<file path="config.mk">
export PLATFORM = sky130hd
export DESIGN_NAME = hamming_weight_enum
export DESIGN_NICKNAME = d
export VERILOG_FILES = /design/src/rtl/hamming_weight_enum.sv
export SDC_FILE = /design/constraint.sdc
export NUM_CORES = 1
export LEC_CHECK = 0
export BUFFER_PORTS_ARGS = -buffer_cell sky130_fd_sc_hd__buf_2
export CORE_UTILIZATION = 40
export DETAILED_ROUTE_END_ITERATION = 6
export PLACE_DENSITY = 0.6
export SYNTH_ARGS = -nofsm -noshare
export SYNTH_HDL_FRONTEND = slang
export SYNTH_SLANG_ARGS = --single-unit
</file>
<file path="constraint.sdc">
create_clock -name clk -period 8.35 [get_ports clk]
set_clock_uncertainty 0.1 [all_clocks]
set_input_delay 0.835 -clock clk [delete_from_list [all_inputs] [get_ports clk]]
set_output_delay 0.835 -clock clk [all_outputs]
set_load 0.005 [all_outputs]
</file>
<file path="src/rtl/hamming_weight_enum.sv">
// Streams every 16-bit word of Hamming weight k in ascending order (Gosper's hack).
// Optional popcount self-check on x: define HAMMING_WEIGHT_ENUM_SELFCHECK_EN.
//
// state | meaning
// IDLE  | waiting for start; x=0, out_valid=0
// GEN   | x holds a valid word of weight k_q, stepping on each transfer
module hamming_weight_enum (
    input  logic        clk,
    input  logic        rst_n,
    input  logic        start,
    input  logic [4:0]  k,
    input  logic        abort,
    output logic        out_valid,
    input  logic        out_ready,
    output logic [15:0] x,
    output logic        last,
    output logic        busy,
    output logic        err,
    output logic        chk_err
);

    typedef enum logic {IDLE, GEN} state_t;

    state_t      state, state_nxt;
    logic [15:0] x_q, x_nxt;
    logic [4:0]  k_q, k_nxt;
    logic        err_q, err_nxt;

    logic [15:0] first_w, ones_q, last_word_w, gosper_w;
    logic [16:0] c_w, r_w, spread_w;
    logic [4:0]  ctz_w;
    logic        is_last;

    always_comb begin
        first_w     = 16'((17'd1 << k) - 17'd1);
        ones_q      = 16'((17'd1 << k_q) - 17'd1);
        last_word_w = ones_q << (5'd16 - k_q);
        is_last     = (state == GEN) && (x_q == last_word_w);
    end

    // 17-bit datapath so r = x + lowest-set-bit never wraps
    always_comb begin
        c_w   = {1'b0, x_q} & (~{1'b0, x_q} + 17'd1);
        r_w   = {1'b0, x_q} + c_w;
        ctz_w = 5'd0;
        for (int i = 15; i >= 0; i--) begin
            if (c_w[i]) ctz_w = 5'(i);
        end
        spread_w = ((r_w ^ {1'b0, x_q}) >> 2) >> ctz_w;
        gosper_w = 16'(r_w | spread_w);
    end

    always_comb begin
        state_nxt = state;
        x_nxt     = x_q;
        k_nxt     = k_q;
        err_nxt   = 1'b0;
        case (state)
            IDLE: begin
                if (start) begin
                    if (k <= 5'd16) begin
                        state_nxt = GEN;
                        k_nxt     = k;
                        x_nxt     = first_w;
                    end else begin
                        err_nxt = 1'b1;
                    end
                end
            end
            GEN: begin
                if (abort) begin
                    state_nxt = IDLE;
                    x_nxt     = 16'd0;
                end else if (out_ready) begin
                    if (is_last) begin
                        state_nxt = IDLE;
                        x_nxt     = 16'd0;
                    end else begin
                        x_nxt = gosper_w;
                    end
                end
            end
            default: begin
                state_nxt = IDLE;
                x_nxt     = 16'd0;
            end
        endcase
    end

    always_ff @(posedge clk or negedge rst_n) begin
        if (!rst_n) begin
            state <= IDLE;
            x_q   <= 16'd0;
            k_q   <= 5'd0;
            err_q <= 1'b0;
        end else begin
            state <= state_nxt;
            x_q   <= x_nxt;
            k_q   <= k_nxt;
            err_q <= err_nxt;
        end
    end

    assign out_valid = (state == GEN);
    assign busy      = (state == GEN);
    assign x         = x_q;
    assign last      = is_last;
    assign err       = err_q;

`ifdef HAMMING_WEIGHT_ENUM_SELFCHECK_EN
    logic [4:0] pop_w;
    logic       chk_err_q;

    always_comb begin
        pop_w = 5'd0;
        for (int i = 0; i < 16; i++) begin
            pop_w = pop_w + {4'd0, x_q[i]};
        end
    end

    always_ff @(posedge clk or negedge rst_n) begin
        if (!rst_n) begin
            chk_err_q <= 1'b0;
        end else if (out_valid && (pop_w != k_q)) begin
            chk_err_q <= 1'b1;
        end
    end

    assign chk_err = chk_err_q;
`else
    assign chk_err = 1'b0;
`endif

endmodule
</file>
==> flow_metrics.tcl <==
set metrics [dict create \
    status "finished, final reports clean" \
    fin_setup_tns_ns 0 \
    avgSynthCellArea_sq_um 6.71 \
    antenna_found_initial 0 \
    grt_use_met3_pct 2.44 \
    viasPerCell 6.95 \
    rr_worst_depth 17 \
    synth_most_common_cell "nor2_1" \
    grtUsageMet1_pct 38.7 \
    dieHeight_um 117 \
    startpoint_type "register" \
    cp.depth 18 \
    netlist_instances 783 \
    routed_wl_mm 20.0 \
    synth_top_area_share_pct 11.0 \
    synth_edf_count 0 \
    initial_core_util_pct 41.3 \
    avgRoutedWirePerCell_um 21.6 \
    power_density_nw_per_um2 305 \
    setup_viol 0 \
    cts_buffers 3 \
    numClockSinks 23 \
    syn-num-nets 801 \
    drtIter0Drc 821 \
    n_antenna_cell 0 \
    r2r_start "k_q[0]" \
    synth_common_cells "nor2_1 (77), nand2_1 (72), o21ai_0 (61)" \
    fmax_mhz 146 \
    grt_pass1_vias 5916 \
    dr_total_vias 6440 \
    rows 41 \
    crit_top_cell "ha_1" \
    cts_tree "built" \
    yosys_warnings 0 \
    clk_pin_slew_ns 0.06 \
    grt_use_total_pct 29.7 \
    multi_input_area_sq_um 4260 \
    cpPeakStageDelay_ns 0.63 \
    ys.flop_type "dfrtp_1" \
    fin_crit_ns 6.83 \
    drt_first_pass_iters 6 \
    io_buffer_count 29 \
    slew_headroom_pct 30.7 \
    insertion_delay_ns 0.26 \
    worstPathRequired_ns 7.41 \
    gr-max-usage-layer "met2" \
    crit_chain "buf_4, inv_1, ha_1, ha_1, nor3b_2, inv_1, ha_1, o21a_1, a31oi_1, nor3_1, or2_4, mux4_2, o31a_1, o211ai_2, nand4b_1, a2111o_1, nor4b_2, buf_2" \
    timing.final.crit_share_pct 81.8 \
    ios 31 \
    async_flop_share_pct 100 \
    ys_types 94 \
    worst-path-buf-inv 4 \
    power.total_uw 1660 \
    fillCellCount 1388 \
    critPathTopFamily "adder cells" \
    critPathKind "reg -> out" \
    whs_ns 0.444 \
    endpoint_kind "output pin" \
    hold_buffers 0 \
    use_met2_pct 50.4 \
    tightest_slew_ns 1.04 \
    synth-seq-area-share_pct 11.0 \
    crit_fanout 32 \
    route.detailed.drc 0 \
    yosys.area.top_type "dfrtp_1" \
    rsz0062_at_grt "false" \
    nets 773 \
    crit_arrival_ns 5.90 \
    die_w_um 117 \
    core-area_sq_um 12700 \
    cts_buffer_depth 2 \
    cts_setup_buffers 0 \
    rrSetupSlack_ns 2.09 \
    clock-root-buffer "clkbuf_16" \
    crit_path_end "last" \
    detail-route-antenna-nets 0 \
    power_leakage_uw 0.00196 \
    routabilityCongestion 0.962 \
    synthToLayoutAreaGrowth_pct 3.33 \
    grt_pass1_wl_mm 31.6 \
    peakVddDrop_mv 0.134 \
    syn_area_sq_um 5260 \
    worstHoldPathType "in -> async" \
    hold_viol 0 \
    regToRegEndpoint "x[0]" \
    ctsResizeCount 0 \
    hpwl_mm 14.5 \
    cp_slowest_cell "ha_1" \
    grt_max_degree 33 \
    htreeDepth 1 \
    seq_area_sq_um 576 \
    critPathLaunch "k_q[0]" \
    synth_area_leaders "dfrtp_1 (11%), o21ai_0 (5.8%), nor2_1 (5.5%), a21oi_1 (5.4%), nand2_1 (5.1%)" \
    grt_remaining_overflow 0 \
    max_cap_viol_count 0 \
    layout-drive-gt1-share_pct 10.5 \
    finalMaxSlewViolations 0 \
    synth-seq-cells 23 \
    dieArea_sq_um 13600 \
]
placed cells by master, fill, tap and decap left out, types with 9 or more instances in the layout:
cell | Yosys | final
o21ai_1 | 9 | 9
a21o_1 | 13 | 13
xnor2_1 | 10 | 10
nor4_1 | 10 | 10
dfrtp_1 | 23 | 23
a31oi_1 | 13 | 13
a221oi_1 | 11 | 11
buf_2 | 14 | 29
and2_1 | 9 | 9
o21ai_0 | 61 | 61
nand2_1 | 72 | 72
a211oi_1 | 16 | 16
o31ai_1 | 14 | 14
a21oi_1 | 57 | 57
nand2b_1 | 15 | 15
inv_1 | 23 | 23
nor3_1 | 34 | 34
nor2_1 | 77 | 77
nand4_1 | 16 | 16
mux2i_1 | 12 | 12
o21a_1 | 9 | 9
nand3_1 | 25 | 25
per-stage QoR:
step	util, %	setup WS, ns	std cells	area (sq um)
floorplan	-	2.80	783	5260
global placement	42.1	2.05	922	5350
detailed placement	42.1	1.89	922	5350
CTS	42.7	1.60	926	5430
global route	42.7	1.13	926	5430
finish	42.7	1.52	926	5430
power by group:
part,internal (uW),switching [uW],total [uW]
Clock,64.4,39.7,104
Sequential,138,136,273
Combinational,461,819,1280
layout make-up:
class,count,area share [%]
multi-input cells,666,78.5
flip-flops and latches,23,10.6
well taps,172,3.96
repair buffers,37,3.78
inverters,24,1.66
clock buffers,3,1.38
clock inverters,1,0.0922
worst register-to-register path, stage by stage (launching register included):
cell     delay [ns]
dfrtp_1        0.35
buf_4          0.24
inv_1          0.41
ha_1           0.31
ha_1           0.63
nor3b_2        0.52
inv_1          0.15
ha_1           0.36
o21a_1         0.19
a31oi_1        0.24
nor3_1         0.12
or2_4          0.26
mux4_2         0.50
mux2i_1        0.15
o31a_1         0.34
nor4_1         0.30
and4_1         0.74
o31ai_1        0.20
metal layers:
metal | vias to the layer above | wire length (um) | share of wire (%)
met5 | - | 0 | 0
met4 | 0 | 839 | 4.2
met3 | 79 | 1730 | 8.7
met2 | 400 | 9250 | 46
met1 | 3019 | 8150 | 41
li1 | 2942 | - | -
worst min-delay path by stage:
stage / startpoint / to / cells past startpoint
after detailed placement: k_q[1] / k_q[1] / 2
after global routing: rst_n / x[3] / 1
final: rst_n / x[3] / 1
after floorplan: rst_n / busy / 0
after global placement: k_q[1] / k_q[1] / 2
after CTS: rst_n / x[3] / 1
cell families after synthesis:
kind of cell    after synthesis  synth area share [%]
fa+ha+maj                     8                  1.90
compound gates              301                  40.5
xor+xnor                     15                  2.50
other cells                   1                0.0714
simple gates                325                  32.8
buf+inv                      94                  7.90
mux                          16                  3.36
flops                        23                  11.0
sequential cells by signal (all words and copies together) (netlist names):
register	flops
busy	1
err	1
k_q	5
x	16
No activity file was read; power rests on OpenSTA's default activity.
